<file path="src/rtl/decode_hazard_ctrl.sv">
// Decode-stage hazard/stall controller: load-use and branch-in-decode stalls, decode forwarding, flush, halt, debug step.
// Latency: stall/flush/forward outputs are combinational in the hazard cycle; halted_o rises the cycle after halt is accepted.
// Backpressure: stalls drop PC/IF-ID enables and inject an ID/EX bubble; debug freeze holds everything. Perf counters need HAZARD_PERF_EN.
module decode_hazard_ctrl #(
    parameter int NB_REG          = 5,
    parameter int NB_CNT          = 2,
    parameter int LOAD_USE_CYCLES = 1,
    parameter int BR_ALU_CYCLES   = 1,
    parameter int BR_LOAD_CYCLES  = 2
) (
    input  logic              clock_i,
    input  logic              reset_i,
    input  logic [NB_REG-1:0] id_rs_i,
    input  logic [NB_REG-1:0] id_rt_i,
    input  logic              id_uses_rs_i,
    input  logic              id_uses_rt_i,
    input  logic              id_branch_i,
    input  logic              id_halt_i,
    input  logic              branch_taken_i,
    input  logic              ex_reg_write_i,
    input  logic              ex_mem_read_i,
    input  logic [NB_REG-1:0] ex_dest_i,
    input  logic              mem_reg_write_i,
    input  logic              mem_mem_read_i,
    input  logic [NB_REG-1:0] mem_dest_i,
    input  logic              wb_reg_write_i,
    input  logic [NB_REG-1:0] wb_dest_i,
    input  logic              debug_mode_i,
    input  logic              step_i,
    output logic              pc_write_en_o,
    output logic              if_id_write_en_o,
    output logic              id_ex_bubble_o,
    output logic              if_id_flush_o,
    output logic [1:0]        fwd_a_o,
    output logic [1:0]        fwd_b_o,
    output logic              stall_o,
    output logic              halted_o,
    output logic [31:0]       stall_count_o,
    output logic [31:0]       flush_count_o
);

    if (LOAD_USE_CYCLES > 2**NB_CNT-1 || BR_ALU_CYCLES > 2**NB_CNT-1 ||
        BR_LOAD_CYCLES > 2**NB_CNT-1) begin : g_cnt_too_narrow
        $error("decode_hazard_ctrl: stall cycle parameter exceeds NB_CNT counter range");
    end

    localparam logic [NB_CNT-1:0] LU_N  = NB_CNT'(LOAD_USE_CYCLES);
    localparam logic [NB_CNT-1:0] BA_N  = NB_CNT'(BR_ALU_CYCLES);
    localparam logic [NB_CNT-1:0] BL_N  = NB_CNT'(BR_LOAD_CYCLES);
    localparam logic [NB_CNT-1:0] ONE_N = NB_CNT'(1);

    typedef enum logic [1:0] {RUN, STALL, HALT} state_t;

    state_t              state;
    logic [NB_CNT-1:0]   cnt;
    logic [NB_CNT-1:0]   need;
    logic                ex_hit;
    logic                mem_hit;
    logic                enabled;

    function automatic logic [1:0] fwd_sel(
        input logic [NB_REG-1:0] src,
        input logic              m_wr,
        input logic              m_rd,
        input logic [NB_REG-1:0] m_dst,
        input logic              w_wr,
        input logic [NB_REG-1:0] w_dst
    );
        if (m_wr && !m_rd && m_dst != '0 && m_dst == src)
            return 2'b01;
        else if (w_wr && w_dst != '0 && w_dst == src)
            return 2'b10;
        else
            return 2'b00;
    endfunction

    assign ex_hit  = (ex_dest_i != '0) &&
                     ((id_uses_rs_i && ex_dest_i == id_rs_i) || (id_uses_rt_i && ex_dest_i == id_rt_i));
    assign mem_hit = (mem_dest_i != '0) &&
                     ((id_uses_rs_i && mem_dest_i == id_rs_i) || (id_uses_rt_i && mem_dest_i == id_rt_i));

    // Largest stall demanded by any hazard rule that fires this cycle.
    always_comb begin
        need = '0;
        if (ex_mem_read_i && ex_hit && LU_N > need)
            need = LU_N;
        if (id_branch_i && ex_mem_read_i && ex_hit && BL_N > need)
            need = BL_N;
        if (id_branch_i && ex_reg_write_i && !ex_mem_read_i && ex_hit && BA_N > need)
            need = BA_N;
        if (id_branch_i && mem_mem_read_i && mem_hit && ONE_N > need)
            need = ONE_N;
    end

    assign enabled  = !debug_mode_i || step_i;
    assign stall_o  = (state == STALL) || (state == RUN && need != '0);
    assign halted_o = (state == HALT);

    always_comb begin
        pc_write_en_o    = 1'b0;
        if_id_write_en_o = 1'b0;
        id_ex_bubble_o   = 1'b0;
        if_id_flush_o    = 1'b0;
        if (enabled) begin
            if (state == HALT || stall_o) begin
                id_ex_bubble_o = 1'b1;
            end else begin
                pc_write_en_o    = 1'b1;
                if_id_write_en_o = 1'b1;
                if_id_flush_o    = branch_taken_i;
            end
        end
    end

    assign fwd_a_o = fwd_sel(id_rs_i, mem_reg_write_i, mem_mem_read_i, mem_dest_i, wb_reg_write_i, wb_dest_i);
    assign fwd_b_o = fwd_sel(id_rt_i, mem_reg_write_i, mem_mem_read_i, mem_dest_i, wb_reg_write_i, wb_dest_i);

    // Counter holds the stall cycles still owed after the current one.
    always_ff @(posedge clock_i or negedge reset_i) begin
        if (!reset_i) begin
            state <= RUN;
            cnt   <= '0;
        end else if (enabled) begin
            case (state)
                RUN: begin
                    if (need > ONE_N) begin
                        cnt   <= need - ONE_N;
                        state <= STALL;
                    end else if (need == '0 && id_halt_i) begin
                        state <= HALT;
                    end
                end
                STALL: begin
                    if (cnt == ONE_N) begin
                        cnt   <= '0;
                        state <= RUN;
                    end else begin
                        cnt <= cnt - ONE_N;
                    end
                end
                default: ;
            endcase
        end
    end

`ifdef HAZARD_PERF_EN
    logic [31:0] stall_cnt_q;
    logic [31:0] flush_cnt_q;

    always_ff @(posedge clock_i or negedge reset_i) begin
        if (!reset_i) begin
            stall_cnt_q <= '0;
            flush_cnt_q <= '0;
        end else begin
            if (enabled && stall_o && stall_cnt_q != 32'hFFFF_FFFF)
                stall_cnt_q <= stall_cnt_q + 32'd1;
            if (if_id_flush_o && flush_cnt_q != 32'hFFFF_FFFF)
                flush_cnt_q <= flush_cnt_q + 32'd1;
        end
    end

    assign stall_count_o = stall_cnt_q;
    assign flush_count_o = flush_cnt_q;
`else
    assign stall_count_o = 32'd0;
    assign flush_count_o = 32'd0;
`endif

endmodule

</file>
<file path="config.mk">
export PLATFORM = sky130hd
export DESIGN_NAME = decode_hazard_ctrl
export DESIGN_NICKNAME = d
export VERILOG_FILES = /design/src/rtl/decode_hazard_ctrl.sv
export SDC_FILE = /design/constraint.sdc
export NUM_CORES = 1
export LEC_CHECK = 0
export BUFFER_PORTS_ARGS = -buffer_cell sky130_fd_sc_hd__buf_2
export CELL_PAD_IN_SITES_DETAIL_PLACEMENT = 1
export CELL_PAD_IN_SITES_GLOBAL_PLACEMENT = 1
export CORE_MARGIN = 2
export CORE_UTILIZATION = 25
export CTS_CLUSTER_DIAMETER = 150
export DETAILED_ROUTE_END_ITERATION = 8
export PLACE_DENSITY_LB_ADDON = 0.15
export REMOVE_ABC_BUFFERS = 1
export SYNTH_ARGS = -nofsm -noshare
export SYNTH_HDL_FRONTEND = slang
export SYNTH_SLANG_ARGS = --single-unit
</file>
<file path="constraint.sdc">
create_clock -name clock_i -period 2.5 [get_ports clock_i]
set_input_delay 0.25 -clock clock_i [delete_from_list [all_inputs] [get_ports clock_i]]
set_output_delay 0.25 -clock clock_i [all_outputs]
set_load 0.03 [all_outputs]
</file>
==> flow_summary.ini <==
[setup_path]
start_kind = primary input
crit_slowest_cell = a2111oi_4
critical_path_class = primary input to output port
worstPathMaxFanout = 4
end_kind = output port
cp.required_ns = 2.25
cp_cell_sequence = buf_2 > nor2b_1 > a2111oi_4 > buf_4 > nand4_1 > a21oi_2 > o21ai_4 > ha_4 > nor2b_4 > nor2_4 > nor3_4 > and2_4 > buf_6
critPathTopFamily = simple AND/OR/NAND/NOR gates
critPathMaxStageDelay_ns = 0.34
cp_num_buf_inv = 3
arrival_ns = 2.18

[layout]
multiInputGateArea_mm2 = 0.00101
antennaDiodeCount = 0
layout.nets = 281
fill_cells = 659
area_delta_synth_final_pct = 31.5
fin_util_pct = 33.4
layout-drive-gt1-share_pct = 36.1
seqCellArea_um2 = 100

[clock_tree]
cts_tree = yes
cts_setup_buffers = 0
htree_levels = 1
cts-root-buf = clkbuf_8
clock_path_buffers = 2
clock_latency_ns = 0.22
cts_made_buffers = 3
clk_pin_slew_ns = 0.03
clkSinkCount = 4

[global_routing]
grt_pass1_vias = 1118
grt_max_degree = 10
antenna_found_initial = 0
grt_use_total_pct = 11.6
overflow = 0
grt_pass1_wl_um = 5040

[pwr]
ir_drop_uv = 127
sw_frac_of_total_pct = 49.3
switching_power_uw = 247
p_leak_uw = 0.000838
seqPwrFrac_pct = 13.3
clock_power_share_pct = 28.0
p_comb_share_pct = 58.7
power_density_mw_per_mm2 = 297
finalPower_uw = 501
internal-power_uw = 254

[route]
drt-vias-per-instance = 3.87
vias = 1192
drt_iter0_drc = 7
detail_route.wl_per_cell_um = 11.2
dr.pass1.iters = 4
wl_um = 3450
remaining_drc_errors = 0
drtAntennaViolNets = 0

[timing]
timing.setup.tns_ns = 0
skew_ns = 0.000799
fin_crit_ns = 2.43
hold_viol = 0
whs_ns = 0.381
setup_slack_ns = 0.0656
fin_crit_sh_pct = 97.4
setup_viol = 0
slew_viol_final = 0
timing.fmax_mhz = 411
rsz0062_at_grt = true

[placed_design]
place_ws_ns = -0.322
port_buffers = 48
gp_congestion = 0.823
dp_hpwl_um = 3070

[flow_run]
cap_violations = 0

[floorplan]
row_count = 26
die_w_um = 75.6
die_area_mm2 = 0.00572
die_h_um = 75.6
ios = 113
coreArea_mm2 = 0.00504
initial_core_util_pct = 25.4

[yosys]
syn_area_mm2 = 0.00128
syn_inst = 170
synth-edff-count = 0
yosysWarningCount = 0
synth_ff_type = dfrtp_1
postSynthAreaPerCell_um2 = 7.54
ys_ff_latch = 4
ys_seq_area_share_pct = 7.80
postSynth.asyncResetShare_pct = 100
yosysUniqueCellTypes = 35

[status]
status = complete, no violations

[min_path]
hold_class = primary input to asynchronous set/reset pin
power groups by stage:
stage / logic (uW) / clock network, uW / registers [uW]
after floorplan: 185 / 0 / 67.0
after global placement: 273 / 0 / 67.3
after detailed placement: 274 / 0 / 67.3
after CTS: 285 / 145 / 66.7
after global routing: 319 / 148 / 66.8
final: 294 / 141 / 66.7
path summary, 6_finish.rpt:
kind / from / endpoint / slack [ns] / depth (start not counted)
max in group asynchronous: reset_i / cnt[1]$_DFFE_PN0P_ / 2.00 / 2
max reg2reg: state[1]$_DFFE_PN0P_ / cnt[1]$_DFFE_PN0P_ / 1.06 / 4
min in group clock_i: id_halt_i / state[1]$_DFFE_PN0P_ / 0.44 / 3
max: id_rt_i[3] / if_id_flush_o / 0.07 / 13
min: reset_i / state[0]$_DFFE_PN0P_ / 0.38 / 2
min reg2reg: cnt[0]$_DFFE_PN0P_ / cnt[0]$_DFFE_PN0P_ / 0.61 / 2
stage by stage:
step | instance area [um2] | cells
6_report | 1690 | 308
5_1_grt | 1690 | 308
3_3_place_gp | 1490 | 304
2_1_floorplan | 1020 | 166
4_1_cts | 1600 | 308
3_5_place_dp | 1490 | 304
metal layers:
metal  wire [um]  GRT usage [%]  vias up
met1        1290           13.5      543
met2        1820           21.6       67
met3         286           2.12        6
li1            -              -      576
met4          50           3.12        0
met5           0              0        -
timing repair:
action                                  4_1_cts  5_1_grt
endpoints found under the setup margin        5        5
gates resized for setup                      13       22
hold buffers                                  1        0
gates cloned                                  0        0
pin swaps                                     7        3
hold endpoints to repair                      4        0
final cells by class:
type | count | share of cell area [%]
clock buffer | 3 | 2.45
inverter | 4 | 0.890
tap | 70 | 5.19
timing repair buffer | 69 | 25.9
sequential | 4 | 5.93
multi-input combinational | 158 | 59.6
cells in the mapped netlist (3+ instances only):
master	number	area, um2
nor4_1	3	18.8
a21oi_1	4	20.0
inv_1	4	15.0
o21ai_0	6	30.0
nand3_1	4	20.0
nor3_1	4	20.0
nor2_1	10	37.5
xnor2_1	3	26.3
buf_4	65	488
nand2b_1	3	18.8
xor2_1	23	201
nor2b_1	7	43.8
nand2_1	3	11.3
or4_1	4	30.0
dfrtp_1	4	100
registers in the layout, summed over array words and instances (netlist names):
signal,count
cnt,2
state,2
cells by family after synthesis:
family	count (synthesis)	synth area share, %
AOI/OAI and AO/OA	19	10.9
buffers and inverters	71	40.4
adders and majority gates	2	1.95
xor gates and xnor gates	26	17.8
DFF	4	7.81
and+or+nand+nor	47	20.9
other	1	0.292
cells in the final DEF, fill, tap and decap left out, drive strengths merged, types with 2 or more instances in the layout:
cell type,n
nand3b,2
or4,4
buf,68
xnor2,3
xor2,23
nand3,4
dfrtp,4
nor2b,7
nand2,3
nor4,4
nand2b,3
inv,4
o21ai,6
a21oi,4
conb,64
ha,2
nor3,4
clkbuf,3
nor2,10
and2,2
Note: power is estimated with default switching activity, not from simulation.
